## src/rtl/cpu_step_ctrl_pkg.sv

```systemverilog
// cpu_step_ctrl_pkg: shared FSM encoding and helpers
// for the single-cycle datapath step sequencer.
package cpu_step_ctrl_pkg;

  localparam int STATE_W = 2;

  typedef enum logic [STATE_W-1:0] {
    ST_HALT   = 2'd0,
    ST_RUN    = 2'd1,
    ST_SETTLE = 2'd2,
    ST_BREAK  = 2'd3
  } state_t;

  // Stop condition sampled on the last settle cycle.
  function automatic logic stop_hit(
    input logic       b_en,
    input logic [7:0] b_addr,
    input logic [7:0] p,
    input logic       h
  );
    return (b_en && (p == b_addr)) || h;
  endfunction

endpackage

```

## src/rtl/key_debounce.sv

```systemverilog
// key_debounce: 2-flop synchronizer, stable-sample
// filter and one-cycle press pulse on 1->0.
module key_debounce #(
  parameter int DEBOUNCE_CYC = 1000000
) (
  input  logic clk,
  input  logic rst,
  input  logic key_n,
  output logic press
);

  localparam int CW = $clog2(DEBOUNCE_CYC + 1);
  localparam logic [CW-1:0] LAST = CW'(DEBOUNCE_CYC - 1);

  logic          s1;
  logic          s2;
  logic          lvl;
  logic [CW-1:0] cnt;

  // Synchronize, then accept a new level after a full run of equal samples.
  always_ff @(posedge clk or posedge rst) begin
    if (rst) begin
      s1    <= 1'b1;
      s2    <= 1'b1;
      lvl   <= 1'b1;
      cnt   <= '0;
      press <= 1'b0;
    end else begin
      s1    <= key_n;
      s2    <= s1;
      press <= 1'b0;
      if (s2 == lvl) begin
        cnt <= '0;
      end else if (cnt == LAST) begin
        lvl   <= s2;
        cnt   <= '0;
        press <= ~s2;
      end else begin
        cnt <= cnt + 1'b1;
      end
    end
  end

endmodule

```

## src/rtl/cpu_step_ctrl.sv

```systemverilog
// cpu_step_ctrl: clock-enable sequencer for the datapath
// with single step, free run and breakpoint/halt stop.
module cpu_step_ctrl
  import cpu_step_ctrl_pkg::*;
#(
  parameter int DEBOUNCE_CYC = 1000000,
  parameter int RUN_DIV      = 50000000,
  parameter int SETTLE_CYC   = 2,
  parameter int CNT_W        = 16
) (
  input  logic               clk,
  input  logic               rst,
  input  logic               step_key_n,
  input  logic               run_sw,
  input  logic               bp_en,
  input  logic [7:0]         bp_addr,
  input  logic [7:0]         pc,
  input  logic               inst_halt,
  output logic               cpu_en,
  output logic [STATE_W-1:0] state,
  output logic               brk,
  output logic [CNT_W-1:0]   instr_cnt
);

  localparam int DW = $clog2(RUN_DIV);
  localparam int SW = (SETTLE_CYC > 1) ? $clog2(SETTLE_CYC) : 1;
  localparam logic [DW-1:0] DIV_LAST = DW'(RUN_DIV - 1);
  localparam logic [SW-1:0] SET_LAST = SW'(SETTLE_CYC - 1);

  state_t        st;
  logic          press;
  logic          r1;
  logic          run_s;
  logic [DW-1:0] div;
  logic [SW-1:0] scnt;
  logic          origin_run;
  logic          check_en;
  logic          go;

  key_debounce #(
    .DEBOUNCE_CYC(DEBOUNCE_CYC)
  ) u_key (
    .clk  (clk),
    .rst  (rst),
    .key_n(step_key_n),
    .press(press)
  );

  // Run switch only needs metastability protection.
  always_ff @(posedge clk or posedge rst) begin
    if (rst) begin
      r1    <= 1'b0;
      run_s <= 1'b0;
    end else begin
      r1    <= run_sw;
      run_s <= r1;
    end
  end

  // Decide whether this cycle issues a datapath strobe.
  always_comb begin
    go = 1'b0;
    unique case (st)
      ST_HALT:  go = press;
      ST_RUN:   go = run_s && (div == DIV_LAST);
      ST_BREAK: go = press;
      default:  go = 1'b0;
    endcase
  end

  // Main sequencer: strobe, settle, then run/halt/break.
  always_ff @(posedge clk or posedge rst) begin
    if (rst) begin
      st         <= ST_HALT;
      cpu_en     <= 1'b0;
      brk        <= 1'b0;
      instr_cnt  <= '0;
      div        <= '0;
      scnt       <= '0;
      origin_run <= 1'b0;
      check_en   <= 1'b0;
    end else begin
      cpu_en <= 1'b0;
      if (go) begin
        cpu_en     <= 1'b1;
        instr_cnt  <= instr_cnt + 1'b1;
        div        <= '0;
        scnt       <= '0;
        brk        <= 1'b0;
        origin_run <= (st == ST_RUN) || ((st == ST_BREAK) && run_s);
        check_en   <= (st != ST_BREAK);
        st         <= ST_SETTLE;
      end else begin
        unique case (st)
          ST_HALT: begin
            if (run_s) begin
              st  <= ST_RUN;
              div <= '0;
            end
          end
          ST_RUN: begin
            if (!run_s) st <= ST_HALT;
            else        div <= div + 1'b1;
          end
          ST_SETTLE: begin
            div <= div + 1'b1;
            if (scnt == SET_LAST) begin
              scnt <= '0;
              if (check_en &&
                  stop_hit(bp_en, bp_addr, pc, inst_halt)) begin
                st  <= ST_BREAK;
                brk <= 1'b1;
              end else if (origin_run && run_s) begin
                st <= ST_RUN;
              end else begin
                st <= ST_HALT;
              end
            end else begin
              scnt <= scnt + 1'b1;
            end
          end
          ST_BREAK: st <= ST_BREAK;
          default:  st <= ST_HALT;
        endcase
      end
    end
  end

  assign state = st;

endmodule

```

## config.mk

```make
export PLATFORM = sky130hd
export DESIGN_NAME = cpu_step_ctrl
export DESIGN_NICKNAME = d
export VERILOG_FILES = /design/src/rtl/cpu_step_ctrl_pkg.sv /design/src/rtl/key_debounce.sv /design/src/rtl/cpu_step_ctrl.sv
export SDC_FILE = /design/constraint.sdc
export NUM_CORES = 1
export LEC_CHECK = 0
export CAP_MARGIN = 25
export CORE_AREA = 2 2 115 145
export DETAILED_ROUTE_END_ITERATION = 8
export DIE_AREA = 0 0 117 147
export GPL_TIMING_DRIVEN = 0
export PLACE_DENSITY = 0.47
export SLEW_MARGIN = 10
export SYNTH_ARGS = -nofsm -noshare
export SYNTH_HDL_FRONTEND = slang
export SYNTH_HIERARCHICAL = 1
export SYNTH_SLANG_ARGS = --single-unit
```

## constraint.sdc

```tcl
create_clock -name clk -period 2.51 [get_ports clk]
set_input_delay 0.502 -clock clk [delete_from_list [all_inputs] [get_ports clk]]
set_output_delay 0.502 -clock clk [all_outputs]
set_load 0.005 [all_outputs]
```

==> flow_summary.ini <==
[route]
first_pass_iters = 4
vias_per_cell = 4.46
wl_per_cell_um = 12.9
drt_iter0_markers = 135
drt-total-wl_um = 8480
ant_nets = 0
via_count = 2924
drc_errors = 0

[synth]
synth_largest_area_cell = dfrtp_1
synth_ff_type = dfrtp_1
synth_edf_count = 0
synth_xor_area_share_pct = 13.7
synth.most_common_cell = dfrtp_1
synthTopCellsByArea = dfrtp_1 46%, xnor2_1 9.9%, nor2_1 4.5%
synth_simple_gate_area_share_pct = 26.1
ys_async_sr_fraction_pct = 100
syn_nets = 408
synth_fa_ha_area_share_pct = 2.56
netlist_area_um2 = 3910
synth-compound-area-share_pct = 5.73
yosys_warnings = 6
ys_seq_area_share_pct = 48.1
synth.mux.area_fraction_pct = 1.18
synth_top_family_by_area = simple AND/OR/NAND/NOR gates
synthCells = 378
synth_commonest_cells = 72 x dfrtp_1, 47 x nor2_1, 44 x xnor2_1
synth-seq-cells = 75
post-synth-top-area-fraction_pct = 46.1
syn_avg_cell_area_um2 = 10.3
synth_cell_types = 59

[sta]
fin_crit_ns = 2.33
clock_skew_ns = 0.00574
tightestPinTransition_ns = 0.663
rsz0062_at_grt = false
fin_crit_sh_pct = 92.7
drv_slew = 0
fmax_mhz = 430
hold_violations = 0
slew_headroom_pct = 55.6
finalSetupViolCount = 0
finalSetupTns_ns = 0

[floorplanning]
dieArea_um2 = 17200
core_area_um2 = 15900
rows = 52
start_util_pct = 24.5
fp.dieH_um = 147
ios = 42
die_w_um = 117

[global_route]
first_global_vias = 3050
grt_overflow = 0
grt_antenna_before_repair = 0
grt_max_degree = 28
grtUsageTotal_pct = 10.7
grt_pass1_wl_um = 14700

[setup_path]
crit_path_end_kind = flip-flop
critical_path_class = reg -> reg
ff2ff_path_depth = 8
worstSetupStartpointType = flip-flop
path_max_fanout = 10
crit_arrival_ns = 2.54
critPathRequiredTime_ns = 2.72

[cts]
cts_hold_buf = 0
cts_made_buffers = 9
cts-root-buf = clkbuf_16
clock_latency_ns = 0.33
h-tree-depth = 3
ctsLongestPathBuffers = 2
cts_tree = built
clk_pin_slew_ns = 0.06
clock-sinks = 75

[power_and_ir_drop]
p_leak_nw = 2.12
power.density_nw_per_um2 = 599
finalPower_w = 0.00300
peakVddDrop_v = 0.000358

[layout]
antenna_cells = 0
syn2layout_area_growth_pct = 28.4
n_fill_cell = 1659
multi_input_area_um2 = 1980
final_cells = 655
fin_area_um2 = 5020
seq_area_um2 = 1880
layout-drive-gt1-share_pct = 13.7
layout.nets = 464

[run_status]
status = finished clean

[placed_design]
dpl_cell_area_um2 = 4610
dp.cells = 636
place.gp.congestion = 0.814
hpwl_um = 6130
io_buffers = 41

[job]
drv_cap = 0

[worst_hold_path]
hp-class = reg -> reg
min_path_cells = 0
-- worst max-delay path: stages (launching register included) --
cell and delay (ns):
dfrtp_1 0.42, inv_2 0.14, ha_4 0.21, or3b_4 0.42, a311o_1 0.36, buf_6 0.18
nor4_4 0.28, xnor2_1 0.15, nor2_1 0.05
-- what timing repair did --
item                                    in CTS  in global routing
endpoints found under the setup margin      32                 38
resized for setup                            5                  9
buffers inserted                             0                  3
pin swaps                                    1                  2
-- where the power goes --
group	total, W	internal (W)	switching (W)	leakage [nW]
Sequential	0.00129	0.00125	0.0000382	1.02
Combinational	0.000379	0.000170	0.000209	0.941
Clock	0.00134	0.000847	0.000492	0.155
-- layout by cell type (no fill, tap or decap), drive strengths merged, types with 3 or more instances in the layout --
master	netlist	routed
dfstp	3	3
nand2	23	23
and3	18	18
nand3	22	22
and4	5	5
ha	8	8
and2	5	5
buf	7	11
a21oi	11	11
or3	3	3
o31ai	5	5
nor4	9	9
nor2	49	49
or4	4	4
dfrtp	72	72
o21ai	4	4
clkdlybuf4s50	0	41
xnor2	44	44
inv	13	13
a31oi	3	3
xor2	17	17
clkbuf	3	15
nand4	18	18
nor3	6	6
-- through the flow --
stage	hold slack, ns	utilization (%)	worst slack, ns
floorplan	0.331	-	0.192
global placement	0.346	28.8	-0.384
detailed placement	0.347	28.9	-0.116
CTS	0.355	31.1	0.00517
global route	0.361	31.5	0.00951
finish	0.354	31.5	0.184
-- area by class of cell --
class,instances,area share [%]
inverters,13,0.973
well taps,216,5.39
flip-flops and latches,75,37.5
repair buffers,46,9.33
plain buffers,9,1.10
clock inverters,4,0.948
clock buffers,12,5.31
multi-input cells,280,39.5
-- state kept, by name, indices dropped and copies added (netlist names), 2 cells and up --
signal	cells
u_key/cnt	20
instr_cnt	16
state	2
div	26
-- worst paths after layout --
check                                startpoint                     end  slack [ns]
max                        state[0]$_DFFE_PP0P_     div[25]$_DFFE_PP0P_        0.18
min                          u_key/s1$_DFF_PP1_      u_key/s2$_DFF_PP1_        0.35
max reg2reg                state[0]$_DFFE_PP0P_     div[25]$_DFFE_PP0P_        0.18
min reg2reg                  u_key/s1$_DFF_PP1_      u_key/s2$_DFF_PP1_        0.35
max in group asynchronous                   rst    state[1]$_DFFE_PP0P_        1.35
min in group asynchronous                   rst  u_key/cnt[4]$_DFF_PP0_        0.52
-- kinds of logic (layout without fill, tap and decap cells) --
group                      after synthesis  after routing
AOI/OAI and AO/OA                       31             31
xor gates and xnor gates                61             61
adders and majority gates                8              8
buffers and inverters                   23             84
DFF                                     75             75
muxes                                    4              4
and+or+nand+nor                        176            176
-- layer usage --
layer,wire length (um),track usage [%],vias to the layer above
li1,-,-,1432
met1,3730,13.3,1448
met2,4380,17.9,31
met3,215,2.43,13
met4,148,3.88,0
met5,0,0,-
(Power assumes the default switching activity.)
